**config.mk**
```make
export PLATFORM = sky130hd
export DESIGN_NAME = serial_adder_ctrl
export DESIGN_NICKNAME = d
export VERILOG_FILES = /design/src/rtl/serial_adder_pkg.sv /design/src/rtl/full_adder.sv /design/src/rtl/serial_adder_ctrl.sv
export SDC_FILE = /design/constraint.sdc
export NUM_CORES = 1
export LEC_CHECK = 0
export BUFFER_PORTS_ARGS = -buffer_cell sky130_fd_sc_hd__buf_2
export CORE_MARGIN = 3
export CORE_UTILIZATION = 37
export CTS_CLUSTER_DIAMETER = 100
export DETAILED_ROUTE_END_ITERATION = 8
export HOLD_SLACK_MARGIN = 0.02
export PLACE_DENSITY = 0.57
export SLEW_MARGIN = 10
export SYNTH_ARGS = -nofsm -noshare
export SYNTH_HDL_FRONTEND = slang
export SYNTH_SLANG_ARGS = --single-unit
```
**constraint.sdc**
```tcl
create_clock -name i_clk -period 1.2 [get_ports i_clk]
set_input_delay 0.18 -clock i_clk [delete_from_list [all_inputs] [get_ports i_clk]]
set_output_delay 0.18 -clock i_clk [all_outputs]
set_load 0.01 [all_outputs]
```
**src/rtl/serial_adder_pkg.sv**
```systemverilog
// rtl/serial_adder_pkg.sv - shared state type and counter sizing for the bit-serial adder
package serial_adder_pkg;

  typedef enum logic [1:0] {
    IDLE = 2'd0,
    RUN  = 2'd1,
    DONE = 2'd2
  } sa_state_t;

  // Bit counter width: enough to hold WIDTH-1, never narrower than one bit
  function automatic int cnt_w(input int width);
    return (width <= 1) ? 1 : $clog2(width);
  endfunction

endpackage

```
**src/rtl/full_adder.sv**
```systemverilog
// rtl/full_adder.sv - 1-bit full adder cell
module full_adder (
  input  logic i_bit1,
  input  logic i_bit2,
  input  logic i_carry,
  output logic o_sum,
  output logic o_carry
);

  // Combinational sum and majority carry
  always_comb begin
    o_sum   = i_bit1 ^ i_bit2 ^ i_carry;
    o_carry = (i_bit1 & i_bit2) | (i_bit1 & i_carry) | (i_bit2 & i_carry);
  end

endmodule

```
**src/rtl/serial_adder_ctrl.sv**
```systemverilog
// rtl/serial_adder_ctrl.sv - bit-serial adder sequencer; SERIAL_ADDER_SUB_EN adds i_sub for A-B
module serial_adder_ctrl
  import serial_adder_pkg::*;
#(
  parameter int WIDTH = 8
) (
  input  logic             i_clk,
  input  logic             i_rst,
  input  logic             i_valid,
  output logic             o_ready,
  input  logic [WIDTH-1:0] i_a,
  input  logic [WIDTH-1:0] i_b,
  input  logic             i_carry,
  output logic             o_valid,
  input  logic             i_ready,
`ifdef SERIAL_ADDER_SUB_EN
  input  logic             i_sub,
`endif
  output logic [WIDTH-1:0] o_sum,
  output logic             o_carry,
  output logic             o_busy
);

  localparam int            CW   = cnt_w(WIDTH);
  localparam logic [CW-1:0] LAST = CW'(WIDTH - 1);

  sa_state_t        state;
  logic [WIDTH-1:0] a_sh;
  logic [WIDTH-1:0] b_sh;
  logic [WIDTH-1:0] res_sh;
  logic             carry_q;
  logic [CW-1:0]    cnt;

  logic             fa_sum;
  logic             fa_carry;
  logic [WIDTH:0]   res_cat;
  logic [WIDTH-1:0] res_next;
  logic             sub_sel;
  logic [WIDTH-1:0] b_in;
  logic             cin_in;

`ifdef SERIAL_ADDER_SUB_EN
  assign sub_sel = i_sub;
`else
  assign sub_sel = 1'b0;
`endif

  // Subtraction is A + ~B + 1, so only the B operand and the carry seed change
  always_comb begin
    b_in   = sub_sel ? ~i_b : i_b;
    cin_in = sub_sel ? 1'b1 : i_carry;
  end

  // New sum bit enters at the MSB; concatenation keeps this legal for WIDTH=1
  always_comb begin
    res_cat  = {fa_sum, res_sh};
    res_next = res_cat[WIDTH:1];
  end

  full_adder u_full_adder (
    .i_bit1  (a_sh[0]),
    .i_bit2  (b_sh[0]),
    .i_carry (carry_q),
    .o_sum   (fa_sum),
    .o_carry (fa_carry)
  );

  // Sequencer: accept operands, shift one bit per cycle, hold result until taken
  always_ff @(posedge i_clk) begin
    if (i_rst) begin
      state   <= IDLE;
      o_ready <= 1'b1;
      o_valid <= 1'b0;
      o_busy  <= 1'b0;
      o_sum   <= '0;
      o_carry <= 1'b0;
      cnt     <= '0;
      carry_q <= 1'b0;
      a_sh    <= '0;
      b_sh    <= '0;
      res_sh  <= '0;
    end else begin
      case (state)
        IDLE: begin
          if (i_valid) begin
            a_sh    <= i_a;
            b_sh    <= b_in;
            carry_q <= cin_in;
            cnt     <= '0;
            state   <= RUN;
            o_ready <= 1'b0;
            o_busy  <= 1'b1;
          end
        end
        RUN: begin
          res_sh  <= res_next;
          carry_q <= fa_carry;
          a_sh    <= a_sh >> 1;
          b_sh    <= b_sh >> 1;
          if (cnt == LAST) begin
            state   <= DONE;
            o_valid <= 1'b1;
            o_sum   <= res_next;
            o_carry <= fa_carry;
          end else begin
            cnt <= cnt + CW'(1);
          end
        end
        DONE: begin
          if (i_ready) begin
            state   <= IDLE;
            o_valid <= 1'b0;
            o_ready <= 1'b1;
            o_busy  <= 1'b0;
          end
        end
        default: begin
          state   <= IDLE;
          o_ready <= 1'b1;
          o_valid <= 1'b0;
          o_busy  <= 1'b0;
        end
      endcase
    end
  end

endmodule
```
==> results by group, run 1 <==
Run status
  – Status: complete, but fails checks
  – Failing checks: setup timing

Layout
  – Multi-input logic area: 967 um2
  – Antenna Cells: 0
  – # fillers: 436
  – Layout cells sized above 1: 0.392
  – Reg area: 828 um2
  – Commonest non-fill, non-tap cell in the layout: nand2_1
  – Fin nets: 273
  – Commonest cells after routing, fill and taps aside: nand2_1, dfxtp_1, buf_2
  – Area growth syn-to-layout: 32.7%

Power and ir drop
  – LEAKAGE: 0.945 nW
  – Switching share of power: 0.255
  – Power per cell area: 1290 nW/um2
  – Internal power: 2.28 mW
  – Worst VDD drop: 0.000731 V
  – Switching power: 781 uW
  – Clock share of power: 0.370
  – Logic gate share of total power: 0.148
  – Sequential power share: 0.482

Placement
  – # port buffers: 32
  – Post-Place Worst Slack: -0.0807 ns
  – Post-DP HPWL: 2510 um
  – Placer Congestion: 0.705

STA
  – Tmin final: 1.25 ns
  – Setup Skew: 0.00942 ns
  – Worst setup margin: -0.0486 ns
  – TNS Setup: -0.144 ns
  – Period utilization: 1.04
  – Setup repair after global routing missed its margin: yes
  – Count of final max-slew check failures: 0
  – Rel. slew slack: 0.834
  – Fin. Hold Viols: 0
  – Setup-failing EPs final: 4
  – Worst-margin pin slew: 0.249 ns
  – Max Freq: 801 MHz

Global route
  – First-pass GRT wire length: 6310 um
  – Grt total ovfl: 0
  – Pin count of the biggest net entering global routing: 42
  – Initial antenna violation count: 0
  – Number of global-route vias before repair: 1,418
  – Gr usage total: 0.146

Setup path
  – Largest stage delay on the critical path: 0.34 ns
  – Crit-path cells: ha_4, ha_4, nor3b_4, nand3b_1, a21oi_2
  – Crit path top cell by count: ha_4
  – CP Max Fanout: 6
  – Crit start category: register
  – CP top delay family: simple AND/OR/NAND/NOR gates
  – Crit path arrival time: 1.43 ns
  – Critical path class: register to register
  – Worst R2R Setup Slack: -0.05 ns
  – CP Buf/Inv Count: 0
  – Worst Setup End Kind: register
  – Critical Path Slowest Stage Cell: dfxtp_2
  – Worst EP required: 1.39 ns

Synthesis
  – Fraction of the yosys area taken by sequential cells: 0.458
  – Yosys top cell area share: 0.458
  – Syn Std Cell Area: 1790 um2
  – Area contributors post-synth: dfxtp_1, a21oi_1, nand2_1
  – Synth Area per Inst: 8.66 um2
  – Seq cells post-synth: 41
  – Top cell type by total area after synthesis: dfxtp_1
  – Cells after Synth: 207
  – YS warnings: 0
  – Mapped Nets: 231
  – Distinct cells, synth: 33

Clock tree
  – CTS clk-pin slew, worst paths: 0.08 ns
  – CTS root buf: clkbuf_8
  – Clock tree buffer depth: 2
  – Htree depth: 2
  – Num CTS Buffers: 5
  – Hold-fix buffers at CTS: 0
  – Clk sinks: 41
  – CTS tree: yes
  – Clock Latency Late Sink: 0.30 ns

Job
  – Max Cap Violations: 0

Detailed routing
  – Avg Vias per Cell: 5.00
  – DRC: 0
  – DR WL/cell: 12.6 um
  – DRT Pass-1 Iters: 4
  – Drt total wl: 3800 um
  – Via Count: 1,509
  – DRT antenna net count: 0
  – 1st-iter DRT viols: 108

Floorplan
  – Chip width: 75.6 um
  – Core area: 4500 um2
  – FP Rows: 24
  – Die area: 5720 um2
  – Die height: 75.6 um
  – Initial core utilization: 0.398
  – I/O pins: 33

Min path
  – Worst hold path class: primary input to register
-- cell families (layout without fill, tap and decap cells) --
logic type / Yosys count / after routing / synth area share
buf+inv: 18 / 61 / 0.0586
compound gates: 59 / 59 / 0.234
simple gates: 85 / 85 / 0.219
flops: 41 / 41 / 0.458
mux: 1 / 1 / 0.00558
fa+ha+maj: 3 / 3 / 0.0251
-- path summary, 6_finish.rpt --
kind,from,to,cells after the start
max,cnt[1]$_SDFFE_PP0P_,cnt[0]$_SDFFE_PP0P_,5
max reg2reg,cnt[1]$_SDFFE_PP0P_,cnt[0]$_SDFFE_PP0P_,5
min,i_b[7],b_sh[7]$_SDFFE_PP0P_,3
min reg2reg,o_sum[3]$_SDFFE_PP0P_,o_sum[3]$_SDFFE_PP0P_,2
-- area by class of cell --
class / count / share of cell area
Clock buffer: 5 / 0.0289
Multi-Input combinational cell: 148 / 0.407
Sequential cell: 41 / 0.348
Inverter: 2 / 0.00316
Clock inverter: 3 / 0.0195
Tap cell: 52 / 0.0274
Timing Repair Buffer: 51 / 0.166
-- Yosys cell counts (all sizes together) --
master	n
nor3	1
or2b	1
a22oi	2
or3b	2
a21o	1
ha	2
a21oi	37
and2b	1
a211oi	14
buf	12
nand3	9
fa	1
dfxtp	41
o32a	1
nor3b	2
o21bai	2
inv	2
nand3b	4
clkbuf	4
nor2	19
nand2	41
mux2i	1
nand2b	4
or2	1
o21ba	1
a311oi	1
-- per-layer routing --
metal	GRT usage	wire length (um)	vias up
met4	0.0583	65	0
met5	0	0	-
met2	0.231	1680	29
li1	-	-	793
met1	0.187	1910	681
met3	0.0435	147	6
-- stage by stage --
| step | std cells | total power [mW] | area, um2 | hold slack [ns] | util |
|---|---|---|---|---|---|
| 2_1_floorplan | 207 | 1.75 | 1820 | 0.321 | - |
| 3_3_place_gp | 292 | 1.89 | 2120 | 0.426 | 0.471 |
| 3_5_place_dp | 292 | 1.89 | 2120 | 0.433 | 0.471 |
| 4_1_cts | 300 | 3.04 | 2260 | 0.116 | 0.501 |
| 5_1_grt | 302 | 3.21 | 2380 | 0.120 | 0.528 |
| 6_report | 302 | 3.06 | 2380 | 0.124 | 0.528 |
-- sequential cells by signal (all words and copies together), names as in the netlist --
register / count
state: 2
o_valid: 1
a_sh: 8
res_sh: 7
cnt: 3
o_busy: 1
carry_q: 1
b_sh: 8
o_ready: 1
o_sum: 8
o_carry: 1
-- power groups by stage --
stage               combinational (mW)  clock [mW]  sequential (mW)
floorplan                        0.256           0             1.49
detailed placement               0.393           0             1.50
finish                           0.452        1.13             1.47
global route                     0.505        1.22             1.48
global placement                 0.392           0             1.49
CTS                              0.400        1.17             1.47
-- worst reg2reg max path, delay by kind of cell (launching register included) --
family / cells / cell delay [ns]
AO/OA/AOI/OAI: 1 / 0.05
AND/OR/NAND/NOR: 2 / 0.42
adder cells (fa/ha/maj): 2 / 0.33
flip-flops: 1 / 0.34
-- what timing repair did --
item	CTS	global route
cloned	0	2
setup endpoints to repair	28	29
pin swaps	2	15
resized for setup	8	21
setup buffers	0	0
Note: power is estimated with default switching activity, not from simulation.
==> inputs of run 2 (changes only) <==
--- a/config.mk
+++ b/config.mk
@@ -7,11 +7,11 @@
 export LEC_CHECK = 0
 export BUFFER_PORTS_ARGS = -buffer_cell sky130_fd_sc_hd__buf_2
 export CORE_MARGIN = 3
-export CORE_UTILIZATION = 37
+export CORE_UTILIZATION = 49
 export CTS_CLUSTER_DIAMETER = 100
 export DETAILED_ROUTE_END_ITERATION = 8
 export HOLD_SLACK_MARGIN = 0.02
-export PLACE_DENSITY = 0.57
+export PLACE_DENSITY = 0.72
 export SLEW_MARGIN = 10
 export SYNTH_ARGS = -nofsm -noshare
 export SYNTH_HDL_FRONTEND = slang
==> run 2 against run 1 <==
Effect of this change: the flow still finishes with violations (setup timing); power rose by 1.2%; sequential share of layout area shrank 0.65 points; first-iteration DRC count down 23%; via count grew 4.8%; fmax is 0.33% lower; clock skew fell by 0.0033 ns; critical endpoint is now o_valid$_SDFFE_PP0P_; global-route usage grew 2.7 points; critical path type unchanged; register-to-register slack barely moved; utilization rose by 18 points; die area decreased by 23%.
==> results by group, run 2 (synthesized netlist as in run 1, its figures left out) <==
Layout
  – Area growth syn-to-layout: 35.6%
  – # fillers: 287 (-34%)
  – Commonest non-fill, non-tap cell in the layout: nand2_1
  – Layout cells sized above 1: 0.358 (-0.0337)
  – Commonest cells after routing, fill and taps aside: nand2_1, dfxtp_1, a21oi_1
  – Fin nets: 277 (+1.5%)
  – Top Registers: a_sh: 8 flops, b_sh: 8 flops, o_sum: 8 flops
  – Antenna Cells: 0 (unchanged)
  – Final Cell Area: 2430 um2 (+2.2%)

Detailed routing
  – Avg Vias per Cell: 5.27 (+5.5%)
  – DRT Pass-1 Iters: 4 (unchanged)
  – Via Count: 1,582 (+4.8%)
  – 1st-iter DRT viols: 83 (-23%)
  – DR WL/cell: 13.4 um (+6.2%)
  – DRT antenna net count: 0 (unchanged)
  – Drt total wl: 4010 um (+5.5%)
  – DRC: 0 (unchanged)

Run status
  – Status: complete, but fails checks
  – Failing checks: setup timing

Power and ir drop
  – Logic gate share of total power: 0.153 (+0.005)
  – Clock share of power: 0.373 (+0.003)
  – LEAKAGE: 1.03 nW (+8.8%)
  – Power per cell area: 1270 nW/um2 (-1.0%)
  – Sequential power share: 0.475 (-0.007)
  – Switching power: 747 uW (-4.3%)
  – Internal power: 2.34 mW (+3.0%)
  – Worst VDD drop: 0.000916 V (+25%)
  – Total power: 3.09 mW (+1.2%)
  – Switching share of power: 0.242 (-0.0137)

Clock tree
  – CTS tree: yes
  – Clk sinks: 41 (unchanged)
  – Num CTS Buffers: 5 (unchanged)
  – Clock Latency Late Sink: 0.29 ns (about the same)
  – CTS clk-pin slew, worst paths: 0.08 ns (about the same)
  – Clock tree buffer depth: 2 (unchanged)
  – CTS root buf: clkbuf_8
  – Htree depth: 2 (unchanged)

Placement
  – Post-Place Worst Slack: -0.0716 ns (+0.00912 ns)
  – Post-DP HPWL: 2330 um (-7.3%)
  – # port buffers: 32 (unchanged)
  – Placer Congestion: 0.741 (+5.0%)
  – Cell Area, Placed: 2110 um2 (-0.47%)

Floorplan
  – I/O pins: 33 (unchanged)
  – Die area: 4420 um2 (-23%)
  – Chip width: 66.5 um (-12%)
  – Initial core utilization: 0.521 (+0.123)
  – FP Rows: 21 (-13%)
  – Core area: 3440 um2 (-24%)
  – Die height: 66.5 um (-12%)

Min path
  – Worst hold path class: primary input to register

Setup path
  – Worst reg2reg endpoint: o_valid$_SDFFE_PP0P_
  – Critical path class: register to register
  – Worst EP required: 1.39 ns (about the same)
  – Crit-path cells: ha_4, ha_4, buf_4, a21oi_1, o32a_1, nor2_1
  – Worst Setup End Kind: register
  – CP Max Fanout: 3 (-3)
  – Origin of the critical flop-to-flop path: cnt[1]$_SDFFE_PP0P_
  – Worst Setup SP: cnt[1]$_SDFFE_PP0P_
  – Crit path arrival time: 1.44 ns (about the same)
  – Reg2Reg Depth: 6 (+1)
  – Crit start category: register
  – Largest stage delay on the critical path: 0.34 ns (about the same)
  – Crit path top cell by count: ha_4
  – Critical Path End: o_valid$_SDFFE_PP0P_
  – Worst R2R Setup Slack: -0.05 ns (about the same)
  – Critical Path Slowest Stage Cell: dfxtp_2

Global route
  – Gr usage total: 0.173 (+0.0268)
  – Initial antenna violation count: 0 (unchanged)
  – Grt total ovfl: 0 (unchanged)
  – First-pass GRT wire length: 5840 um (-7.5%)
  – Number of global-route vias before repair: 1,335 (-5.9%)
  – Pin count of the biggest net entering global routing: 42 (unchanged)

STA
  – Max Freq: 798 MHz (-0.33%)
  – Fin. Hold Viols: 0 (unchanged)
  – Setup Skew: 0.00615 ns (-0.00327 ns)
  – Rel. slew slack: 0.844 (+0.0105)
  – Period utilization: 1.04 (+0.00343)
  – Worst setup margin: -0.0528 ns (-0.00412 ns)
  – Count of final max-slew check failures: 0 (unchanged)
  – Setup repair after global routing missed its margin: yes
  – Worst-margin pin slew: 0.233 ns (-0.0157 ns)
  – Setup-failing EPs final: 6 (+2)
  – Tmin final: 1.25 ns (+0.00412 ns)

Job
  – Max Cap Violations: 0 (unchanged)
run 2: timing repair:
action | 4_1_cts | 5_1_grt
cloned | 0 | 5
resized for setup | 5 | 15
buffers inserted | 0 | 3
hold buffers | 0 | 0
endpoints found under the setup margin | 25 | 27
pin swaps | 2 | 18
run 2: critical path, delay by kind of cell, from the launching register on:
family | cells | cell delay, ns
buffers and inverters | 1 | 0.16
flip-flops | 1 | 0.34
adder cells (fa/ha/maj) | 2 | 0.33
AND/OR/NAND/NOR | 1 | 0.03
AO/OA/AOI/OAI | 2 | 0.29
run 2: power by group through the flow:
stage | Clock [mW] | Sequential, mW | Combinational, mW
5_1_grt | 1.23 | 1.48 | 0.518
4_1_cts | 1.16 | 1.47 | 0.391
3_5_place_dp | 0 | 1.50 | 0.388
3_3_place_gp | 0 | 1.49 | 0.386
6_report | 1.15 | 1.47 | 0.472
2_1_floorplan | 0 | 1.49 | 0.256
run 2: worst min-delay path by stage:
stage                     cells after the start              endpoint  slack, ns   start
after global placement                        3  b_sh[1]$_SDFFE_PP0P_       0.43  i_b[1]
after global routing                          3  b_sh[1]$_SDFFE_PP0P_       0.13  i_b[1]
after detailed placement                      3  b_sh[7]$_SDFFE_PP0P_       0.43  i_b[7]
after floorplan                               2  a_sh[5]$_SDFFE_PP0P_       0.32  i_a[5]
after CTS                                     3  b_sh[7]$_SDFFE_PP0P_       0.13  i_b[7]
final                                         3  b_sh[7]$_SDFFE_PP0P_       0.12  i_b[7]
run 2: layout make-up:
type | instances | area [um2] | area share
multi-input combinational | 149 | 951 | 0.391
sequential | 41 | 831 | 0.342
timing repair buffer | 54 | 464 | 0.191
clock buffer | 6 | 82.6 | 0.0340
tap | 46 | 57.6 | 0.0237
clock inverter | 2 | 37.5 | 0.0154
inverter | 2 | 7.51 | 0.00309
run 2: layer usage:
layer  track usage  up-vias  share of wire
li1              -      807              -
met1         0.207      740           0.46
met2         0.287       33           0.49
met3        0.0658        2          0.043
met4        0.0482        0         0.0047
met5             0        -              0
run 2: stage by stage:
stage	cells	setup TNS [ns]	util	hold WS, ns
floorplan	207	0	-	0.321
global placement	284	-0.102	0.613	0.427
detailed placement	284	-0.737	0.613	0.429
CTS	292	-0.133	0.654	0.127
global route	300	-1.02	0.706	0.130
finish	300	-0.193	0.706	0.124
==> inputs of run 3 (changes only) <==
--- a/config.mk
+++ b/config.mk
@@ -11,6 +11,7 @@
 export CTS_CLUSTER_DIAMETER = 100
 export DETAILED_ROUTE_END_ITERATION = 8
 export HOLD_SLACK_MARGIN = 0.02
+export MAX_ROUTING_LAYER = met4
 export PLACE_DENSITY = 0.72
 export SLEW_MARGIN = 10
 export SYNTH_ARGS = -nofsm -noshare
==> run 3 against run 2 <==
Effect of this change: largest cell class unchanged; the run still ends with setup timing left; global-route usage rose by 0.34 points; critical path type unchanged; combinational power barely moved; setup slack improved by 0.00056 ns; sequential power barely moved; register-to-register slack barely moved.
==> results by group, run 3 (synthesized netlist as in run 1, its figures left out) <==
Setup path
  – Crit-path cells: ha_4, ha_4, buf_4, a21oi_1, o32a_1, nor2_1
  – Crit path top cell by count: ha_4
  – Crit path arrival time: 1.44 ns (about the same)
  – Worst Setup SP: cnt[1]$_SDFFE_PP0P_
  – Worst R2R Setup Slack: -0.05 ns (about the same)
  – CP Max Fanout: 3 (unchanged)
  – CP top delay family: flip-flops
  – Crit start category: register
  – Origin of the critical flop-to-flop path: cnt[1]$_SDFFE_PP0P_
  – Worst EP required: 1.39 ns (about the same)
  – Worst Setup End Kind: register
  – Reg2Reg Depth: 6 (unchanged)
  – Worst reg2reg endpoint: o_valid$_SDFFE_PP0P_
  – Critical path class: register to register
  – Critical Path Slowest Stage Cell: dfxtp_2
  – CP Buf/Inv Count: 1 (unchanged)
  – Largest stage delay on the critical path: 0.34 ns (about the same)

STA
  – Tmin final: 1.25 ns (-0.000556 ns)
  – Setup repair after global routing missed its margin: yes
  – Worst setup margin: -0.0522 ns (+0.000556 ns)
  – Worst hold slack: 0.123 ns (-0.00117 ns)
  – Fin. Hold Viols: 0 (unchanged)
  – Rel. slew slack: 0.844 (about the same)
  – TNS Setup: -0.198 ns (-0.00430 ns)
  – Setup-failing EPs final: 6 (unchanged)
  – Worst-margin pin slew: 0.234 ns (+0.000136 ns)
  – Count of final max-slew check failures: 0 (unchanged)
  – Period utilization: 1.04 (about the same)
  – Max Freq: 799 MHz (about the same)
  – Setup Skew: 0.00509 ns (-0.00106 ns)

Power and ir drop
  – LEAKAGE: 1.03 nW (unchanged)
  – Switching power: 743 uW (-0.54%)
  – Power per cell area: 1270 nW/um2 (-0.14%)
  – Worst VDD drop: 0.000914 V (-0.22%)
  – Total power: 3.09 mW (-0.14%)
  – Switching share of power: 0.241 (-0.000978)
  – Sequential power share: 0.475 (about the same)
  – Logic gate share of total power: 0.152 (about the same)
  – Clock share of power: 0.373 (about the same)
  – Internal power: 2.34 mW (about the same)

Layout
  – Commonest cells after routing, fill and taps aside: nand2_1, dfxtp_1, a21oi_1
  – Area growth syn-to-layout: 35.6% (unchanged)
  – Layout cells sized above 1: 0.358 (unchanged)
  – Top Registers: a_sh: 8 flops, b_sh: 8 flops, o_sum: 8 flops
  – Fin nets: 277 (unchanged)
  – Fin cells: 300 (unchanged)
  – Commonest non-fill, non-tap cell in the layout: nand2_1
  – Antenna Cells: 0 (unchanged)
  – # fillers: 287 (unchanged)

Placement
  – # port buffers: 32 (unchanged)
  – Post-Place Worst Slack: -0.0716 ns (unchanged)
  – Placer Congestion: 0.750 (+1.2%)
  – Placed Cells: 284 (unchanged)
  – Post-DP HPWL: 2330 um (unchanged)

Clock tree
  – CTS tree: yes
  – Clock Latency Late Sink: 0.29 ns (about the same)
  – CTS root buf: clkbuf_8
  – Htree depth: 2 (unchanged)
  – CTS clk-pin slew, worst paths: 0.08 ns (about the same)
  – Num CTS Buffers: 5 (unchanged)
  – Hold-fix buffers at CTS: 0 (unchanged)
  – Clk sinks: 41 (unchanged)
  – Clock tree buffer depth: 2 (unchanged)

Floorplan
  – Chip width: 66.5 um (unchanged)
  – I/O pins: 33 (unchanged)
  – Die area: 4420 um2 (unchanged)
  – FP Rows: 21 (unchanged)
  – Core area: 3440 um2 (unchanged)
  – Initial core utilization: 0.521 (unchanged)
  – Die height: 66.5 um (unchanged)

Global route
  – Number of global-route vias before repair: 1,336 (+0.075%)
  – Grt total ovfl: 0 (unchanged)
  – Gr usage total: 0.176 (+0.00344)
  – Pin count of the biggest net entering global routing: 42 (unchanged)
  – First-pass GRT wire length: 5840 um (unchanged)
  – Initial antenna violation count: 0 (unchanged)

Detailed routing
  – DRT antenna net count: 0 (unchanged)
  – Via Count: 1,580 (-0.13%)
  – 1st-iter DRT viols: 98 (+18%)
  – Avg Vias per Cell: 5.27 (-0.13%)
  – DR WL/cell: 13.2 um (-0.90%)
  – Drt total wl: 3970 um (-0.90%)
  – DRT Pass-1 Iters: 5 (+1)
  – DRC: 0 (unchanged)

Job
  – Max Cap Violations: 0 (unchanged)

Run status
  – Failing checks: setup timing
  – Status: complete, but fails checks

Min path
  – Worst hold path class: primary input to register
  – WHS Path Cells: 3 (unchanged)
  – Worst Hold End: b_sh[7]$_SDFFE_PP0P_
  – Min-Delay Startpoint: i_b[7]
## run 3: cell counts in the layout (fill, tap and decap cells not counted)
No cell type changed its count.
## run 3: final cells by class
type	instances	area, um2	share of cell area
sequential	41	831	0.342
multi-input combinational	149	951	0.391
timing repair buffer	54	464	0.191
inverter	2	7.51	0.00309
clock buffer	6	82.6	0.0340
tap	46	57.6	0.0237
clock inverter	2	37.5	0.0154
## run 3: worst register-to-register path, cell delays in order (launching register included)
cell     delay, ns
dfxtp_2       0.34
ha_4          0.16
ha_4          0.17
buf_4         0.16
a21oi_1       0.15
o32a_1        0.14
nor2_1        0.03
## run 3: power by group through the flow
| stage | registers, mW | clock network, mW | logic (mW) |
|---|---|---|---|
| 2_1_floorplan | 1.49 | 0 | 0.256 |
| 3_3_place_gp | 1.49 | 0 | 0.386 |
| 3_5_place_dp | 1.50 | 0 | 0.388 |
| 4_1_cts | 1.47 | 1.16 | 0.391 |
| 5_1_grt | 1.48 | 1.22 | 0.518 |
| 6_report | 1.47 | 1.15 | 0.470 |
## run 3: timing repair
action                     4_1_cts  5_1_grt
setup endpoints to repair       25       27
pin swaps                        2       19
gates cloned                     0        5
buffers inserted                 0        3
gates resized for setup          5       15
## run 3: how the worst max path moves through the flow
stage | end | depth (start not counted)
after detailed placement | cnt[2]$_SDFFE_PP0P_ | 5
after global routing | cnt[2]$_SDFFE_PP0P_ | 5
after floorplan | cnt[2]$_SDFFE_PP0P_ | 5
after CTS | cnt[0]$_SDFFE_PP0P_ | 5
final | o_valid$_SDFFE_PP0P_ | 6
after global placement | cnt[0]$_SDFFE_PP0P_ | 5
## run 3: layer usage
metal | vias to the layer above | wire, um | GRT usage
met2 | 42 | 1930 | 0.287
met4 | 0 | 46 | 0.0635
met5 | - | 0 | -
met1 | 724 | 1820 | 0.209
met3 | 7 | 176 | 0.0472
li1 | 807 | - | -
## run 3: metrics by stage
step	util	instance area (um2)
3_5_place_dp	0.613	2110
4_1_cts	0.654	2250
3_3_place_gp	0.613	2110
6_report	0.706	2430
2_1_floorplan	-	1820
5_1_grt	0.706	2430
